==> config.mk <==
export PLATFORM = sky130hd
export DESIGN_NAME = uart_transmitter
export DESIGN_NICKNAME = d
export VERILOG_FILES = /design/src/rtl/uart_transmitter.sv
export SDC_FILE = /design/constraint.sdc
export NUM_CORES = 1
export LEC_CHECK = 0
export CAP_MARGIN = 20
export CORE_ASPECT_RATIO = 1.5
export CORE_MARGIN = 1
export CORE_UTILIZATION = 29
export DETAILED_ROUTE_END_ITERATION = 16
export GPL_TIMING_DRIVEN = 0
export PLACE_DENSITY = 0.47
export SETUP_SLACK_MARGIN = 0.05
export SLEW_MARGIN = 20
export SYNTH_ARGS = -nofsm -noshare
export SYNTH_HDL_FRONTEND = slang
export SYNTH_SLANG_ARGS = --single-unit
==> constraint.sdc <==
create_clock -name Clock -period 1.6 [get_ports Clock]
set_input_delay 0.32 -clock Clock [delete_from_list [all_inputs] [get_ports Clock]]
set_output_delay 0.32 -clock Clock [all_outputs]
set_load 0.01 [all_outputs]
==> src/rtl/uart_transmitter.sv <==
// UART transmit serializer paced by a 16x oversample Tick: start, data LSB first, optional parity, stop.
// Optional parity bit is compiled in with the TX_PARITY_EN macro.
module uart_transmitter #(
  parameter int DATA_BITS      = 8,
  parameter int OVERSAMPLE     = 16,
  parameter int STOP_BIT_TICKS = 16,
  parameter int PARITY_ODD     = 0
) (
  input  logic                 Clock,
  input  logic                 ResetN,
  input  logic                 Tick,
  input  logic                 TxStart,
  input  logic [DATA_BITS-1:0] TxData,
  output logic                 Tx,
  output logic                 TxBusy,
  output logic                 TxDone
);

  localparam int MAX_TICKS = (STOP_BIT_TICKS > OVERSAMPLE) ? STOP_BIT_TICKS : OVERSAMPLE;
  localparam int TW        = (MAX_TICKS > 2) ? $clog2(MAX_TICKS) : 1;
  localparam int DW        = (DATA_BITS > 1) ? $clog2(DATA_BITS) : 1;

  localparam logic [TW-1:0] BIT_LAST  = TW'(OVERSAMPLE - 1);
  localparam logic [TW-1:0] STOP_LAST = TW'(STOP_BIT_TICKS - 1);
  localparam logic [DW-1:0] DATA_LAST = DW'(DATA_BITS - 1);

  typedef enum logic [2:0] {
    IDLE,
    START,
    DATA,
`ifdef TX_PARITY_EN
    PARITY,
`endif
    STOP
  } state_e;

  state_e               state_q, state_d;
  logic [TW-1:0]        tickCnt_q, tickCnt_d;
  logic [DW-1:0]        dataCnt_q, dataCnt_d;
  logic [DATA_BITS-1:0] shift_q, shift_d;
  logic                 tx_q, tx_d;
  logic                 busy_q, busy_d;
  logic                 done_q, done_d;
  logic                 bitEnd;
`ifdef TX_PARITY_EN
  logic                 parity_q, parity_d;
`endif

  assign bitEnd = Tick && (tickCnt_q == ((state_q == STOP) ? STOP_LAST : BIT_LAST));

  always_ff @(posedge Clock or negedge ResetN) begin
    if (!ResetN) begin
      state_q   <= IDLE;
      tickCnt_q <= '0;
      dataCnt_q <= '0;
      shift_q   <= '0;
      tx_q      <= 1'b1;
      busy_q    <= 1'b0;
      done_q    <= 1'b0;
`ifdef TX_PARITY_EN
      parity_q  <= 1'b0;
`endif
    end else begin
      state_q   <= state_d;
      tickCnt_q <= tickCnt_d;
      dataCnt_q <= dataCnt_d;
      shift_q   <= shift_d;
      tx_q      <= tx_d;
      busy_q    <= busy_d;
      done_q    <= done_d;
`ifdef TX_PARITY_EN
      parity_q  <= parity_d;
`endif
    end
  end

  // Tick count advances on every Tick in a frame; each bit end clears it for the next state.
  always_comb begin
    state_d   = state_q;
    tickCnt_d = tickCnt_q;
    dataCnt_d = dataCnt_q;
    shift_d   = shift_q;
    done_d    = 1'b0;
`ifdef TX_PARITY_EN
    parity_d  = parity_q;
`endif
    if (state_q != IDLE && Tick) begin
      tickCnt_d = tickCnt_q + 1'b1;
    end
    unique case (state_q)
      IDLE: begin
        if (TxStart) begin
          shift_d   = TxData;
          state_d   = START;
          tickCnt_d = '0;
          dataCnt_d = '0;
`ifdef TX_PARITY_EN
          parity_d  = (^TxData) ^ (PARITY_ODD != 0);
`endif
        end
      end
      START: begin
        if (bitEnd) begin
          state_d   = DATA;
          tickCnt_d = '0;
          dataCnt_d = '0;
        end
      end
      DATA: begin
        if (bitEnd) begin
          shift_d   = shift_q >> 1;
          tickCnt_d = '0;
          if (dataCnt_q == DATA_LAST) begin
`ifdef TX_PARITY_EN
            state_d = PARITY;
`else
            state_d = STOP;
`endif
          end else begin
            dataCnt_d = dataCnt_q + 1'b1;
          end
        end
      end
`ifdef TX_PARITY_EN
      PARITY: begin
        if (bitEnd) begin
          state_d   = STOP;
          tickCnt_d = '0;
        end
      end
`endif
      STOP: begin
        if (bitEnd) begin
          state_d   = IDLE;
          tickCnt_d = '0;
          done_d    = 1'b1;
        end
      end
      default: begin
        state_d   = IDLE;
        tickCnt_d = '0;
      end
    endcase
  end

  // Line level is derived from the next state so Tx changes on the same edge as the state.
  always_comb begin
    tx_d   = 1'b1;
    busy_d = (state_d != IDLE);
    unique case (state_d)
      START:   tx_d = 1'b0;
      DATA:    tx_d = shift_d[0];
`ifdef TX_PARITY_EN
      PARITY:  tx_d = parity_d;
`endif
      default: tx_d = 1'b1;
    endcase
  end

  assign Tx     = tx_q;
  assign TxBusy = busy_q;
  assign TxDone = done_q;

endmodule
==> metrics.yaml <==
outcome: "complete, but fails checks"
clkSinkCount: 21
fmax_mhz: 615
vias_per_cell: 4.86
seqCellArea_um2: 527
final_common_cell: "dfrtp_1"
gp_congestion: 0.704
timing_hold_violations_final: 0
hp-class: "primary input to asynchronous set/reset pin"
end_kind: "flip-flop"
synth.distinct_cells: 41
path_max_fanout: 3
final_cells: 172
yosysWarningCount: 0
drive_above_1_share_pct: 29.5
ys_seq_area_share_pct: 47.5
multi_input_area_um2: 582
die_h_um: 77.7
htree_levels: 1
async_reset_ff_share_pct: 100
dp_hpwl_mm: 1.60
cp.arrival_ps: 1770
p_sw_share_pct: 25.4
synthCells: 103
synth_flop_cell: "dfrtp_1"
initial_core_util_pct: 30.4
seq_power_share_pct: 53.8
post-place-ws_ps: -396
required_ps: 1750
irDropWorstVdd_mv: 0.414
grt_first_pass_wirelength_mm: 3.94
power_mw: 1.14
min_period_over_period_pct: 102
core_area_um2: 3650
io_buffers: 14
clockBufferDepth: 2
grt_max_degree: 22
violations: "negative setup slack"
num_vias: 836
clk_pin_slew_ps: 80
clock_latency_ps: 260
avgRoutedWirePerCell_um: 13.8
p_int_uw: 854
p_per_area_nw_per_um2: 762
placement_rows: 27
path_class: "flip-flop to flip-flop"
num_antenna_cells: 0
cts_tree: "yes"
grt_use_total_pct: 13.0
grt_pass1_vias: 883
ctsRootBufferMaster: "clkbuf_8"
antenna_found_initial: 0
die_w_um: 52.5
avgSynthCellArea_um2: 10.8
drtIter0Drc: 34
syn_area_um2: 1110
finalCriticalPeriod_ps: 1630
syn_to_final_growth_pct: 35.6
first_pass_iters: 5
rsz0062_at_grt: "yes"
ios: 15
p_leak_nw: 0.639
p_clk_share_pct: 30.0
p_comb_share_pct: 16.1
synth-seq-cells: 21
finalWirelength_mm: 2.37
drc: 0
skew_ps: 4.83
ant_nets: 0
layout.nets: 145
grt-ovfl-total: 0
cap_violations: 0
cts_buffers: 3
synth_edf_count: 0
fillers: 391
place_inst: 160
dieArea_um2: 4080
switchingPower_uw: 291
setup_slack_ps: -27.3
synth_nets: 118
post-route-util_pct: 41.2
setup_viol: 1
start_kind: "flip-flop"
report.final.slew_viol_count: 0
final_cell_mix: "dfrtp_1 (20), nand2_1 (16), clkdlybuf4s50_1 (12), buf_4 (7), a22oi_2 (6)"
## worst paths after layout
path	start	endpoint	slack, ps	depth (start not counted)
setup / recovery	dataCnt_q[1]$_DFFE_PN0P_	dataCnt_q[2]$_DFFE_PN0P_	-30	6
hold / removal	ResetN	dataCnt_q[1]$_DFFE_PN0P_	390	1
hold reg to reg	shift_q[3]$_DFFE_PN0P_	shift_q[2]$_DFFE_PN0P_	490	2
min in group Clock	shift_q[3]$_DFFE_PN0P_	shift_q[2]$_DFFE_PN0P_	490	2
setup reg to reg	dataCnt_q[1]$_DFFE_PN0P_	dataCnt_q[2]$_DFFE_PN0P_	-30	6
max in group asynchronous	ResetN	state_q[0]$_DFF_PN0_	750	2
## power by group through the flow
| stage | Clock, mW | Sequential [mW] | Combinational, mW |
|---|---|---|---|
| after floorplan | 0 | 0.619 | 0.0999 |
| after global placement | 0 | 0.622 | 0.168 |
| after detailed placement | 0 | 0.623 | 0.169 |
| after CTS | 0.367 | 0.611 | 0.176 |
| after global routing | 0.383 | 0.621 | 0.207 |
| final | 0.344 | 0.616 | 0.185 |
## metrics by stage
stage                     setup TNS [ps]  instance area [µm²]  hold WS [ps]
after detailed placement           -3460                 1330           464
after global routing                -215                 1500           429
after floorplan                        0                 1130          24.4
after global placement             -3320                 1330           465
final                              -27.3                 1500           390
after CTS                          -13.2                 1430           483
## layer usage
layer / vias up / wire length (µm) / GRT usage, %
li1: 408 / - / -
met1: 409 / 990 / 14.3
met2: 17 / 1290 / 23.9
met3: 2 / 75 / 1.76
met4: 0 / 18 / 4.74
met5: - / 0 / 0
## flip-flops by register name, summed over array words and instances (netlist names)
signal and flops:
state_q 3, dataCnt_q 3, TxDone 1, shift_q 8, TxBusy 1, Tx 1, tickCnt_q 4
## synth_stat cells, types with 2 or more instances
library cell   n  share of area (%)
o21ai_0        2               0.90
ha_1           3                3.4
mux2i_1        3                2.7
nor2_1         5                1.7
nand4_1        2                1.1
o21ai_1        2               0.90
a22oi_1        6                4.1
a21oi_1        2               0.90
and2_1         2                1.1
dfrtp_1       20                 45
a21oi_2        2                1.6
inv_1          5                1.7
nand2b_1       2                1.1
xor2_1         2                1.6
nand2_1       16                5.4
buf_6          4                4.1
## repair_timing
item | in CTS | in global routing
setup buffers | 6 | 1
pin swaps | 8 | 5
endpoints found under the setup margin | 13 | 11
hold buffers | 0 | 0
gates resized for setup | 5 | 12
## area by class of cell
class | instances | area share [%]
Buffer | 6 | 4.50
Multi-Input combinational cell | 71 | 38.7
Inverter | 5 | 1.25
Sequential cell | 21 | 35.1
Clock buffer | 4 | 3.00
Timing Repair Buffer | 22 | 13.9
Tap cell | 43 | 3.58
## cells by family after synthesis
group / count (synthesis) / synth area share [%]
AO/OA/AOI/OAI: 23 / 15.6
XOR/XNOR: 3 / 2.37
adder cells (fa/ha/maj): 3 / 3.39
buffers and inverters: 11 / 6.88
flip-flops: 21 / 47.5
multiplexers: 4 / 4.06
other: 1 / 0.338
AND/OR/NAND/NOR: 37 / 19.9
## worst max-delay path, stage by stage, from the launching register on
cell and delay (ps):
dfrtp_1 400, ha_2 190, ha_4 170, nor3b_4 180, o21ai_2 70, a21oi_2 180, mux2_4 310
Note: power is estimated with default switching activity, not from simulation.
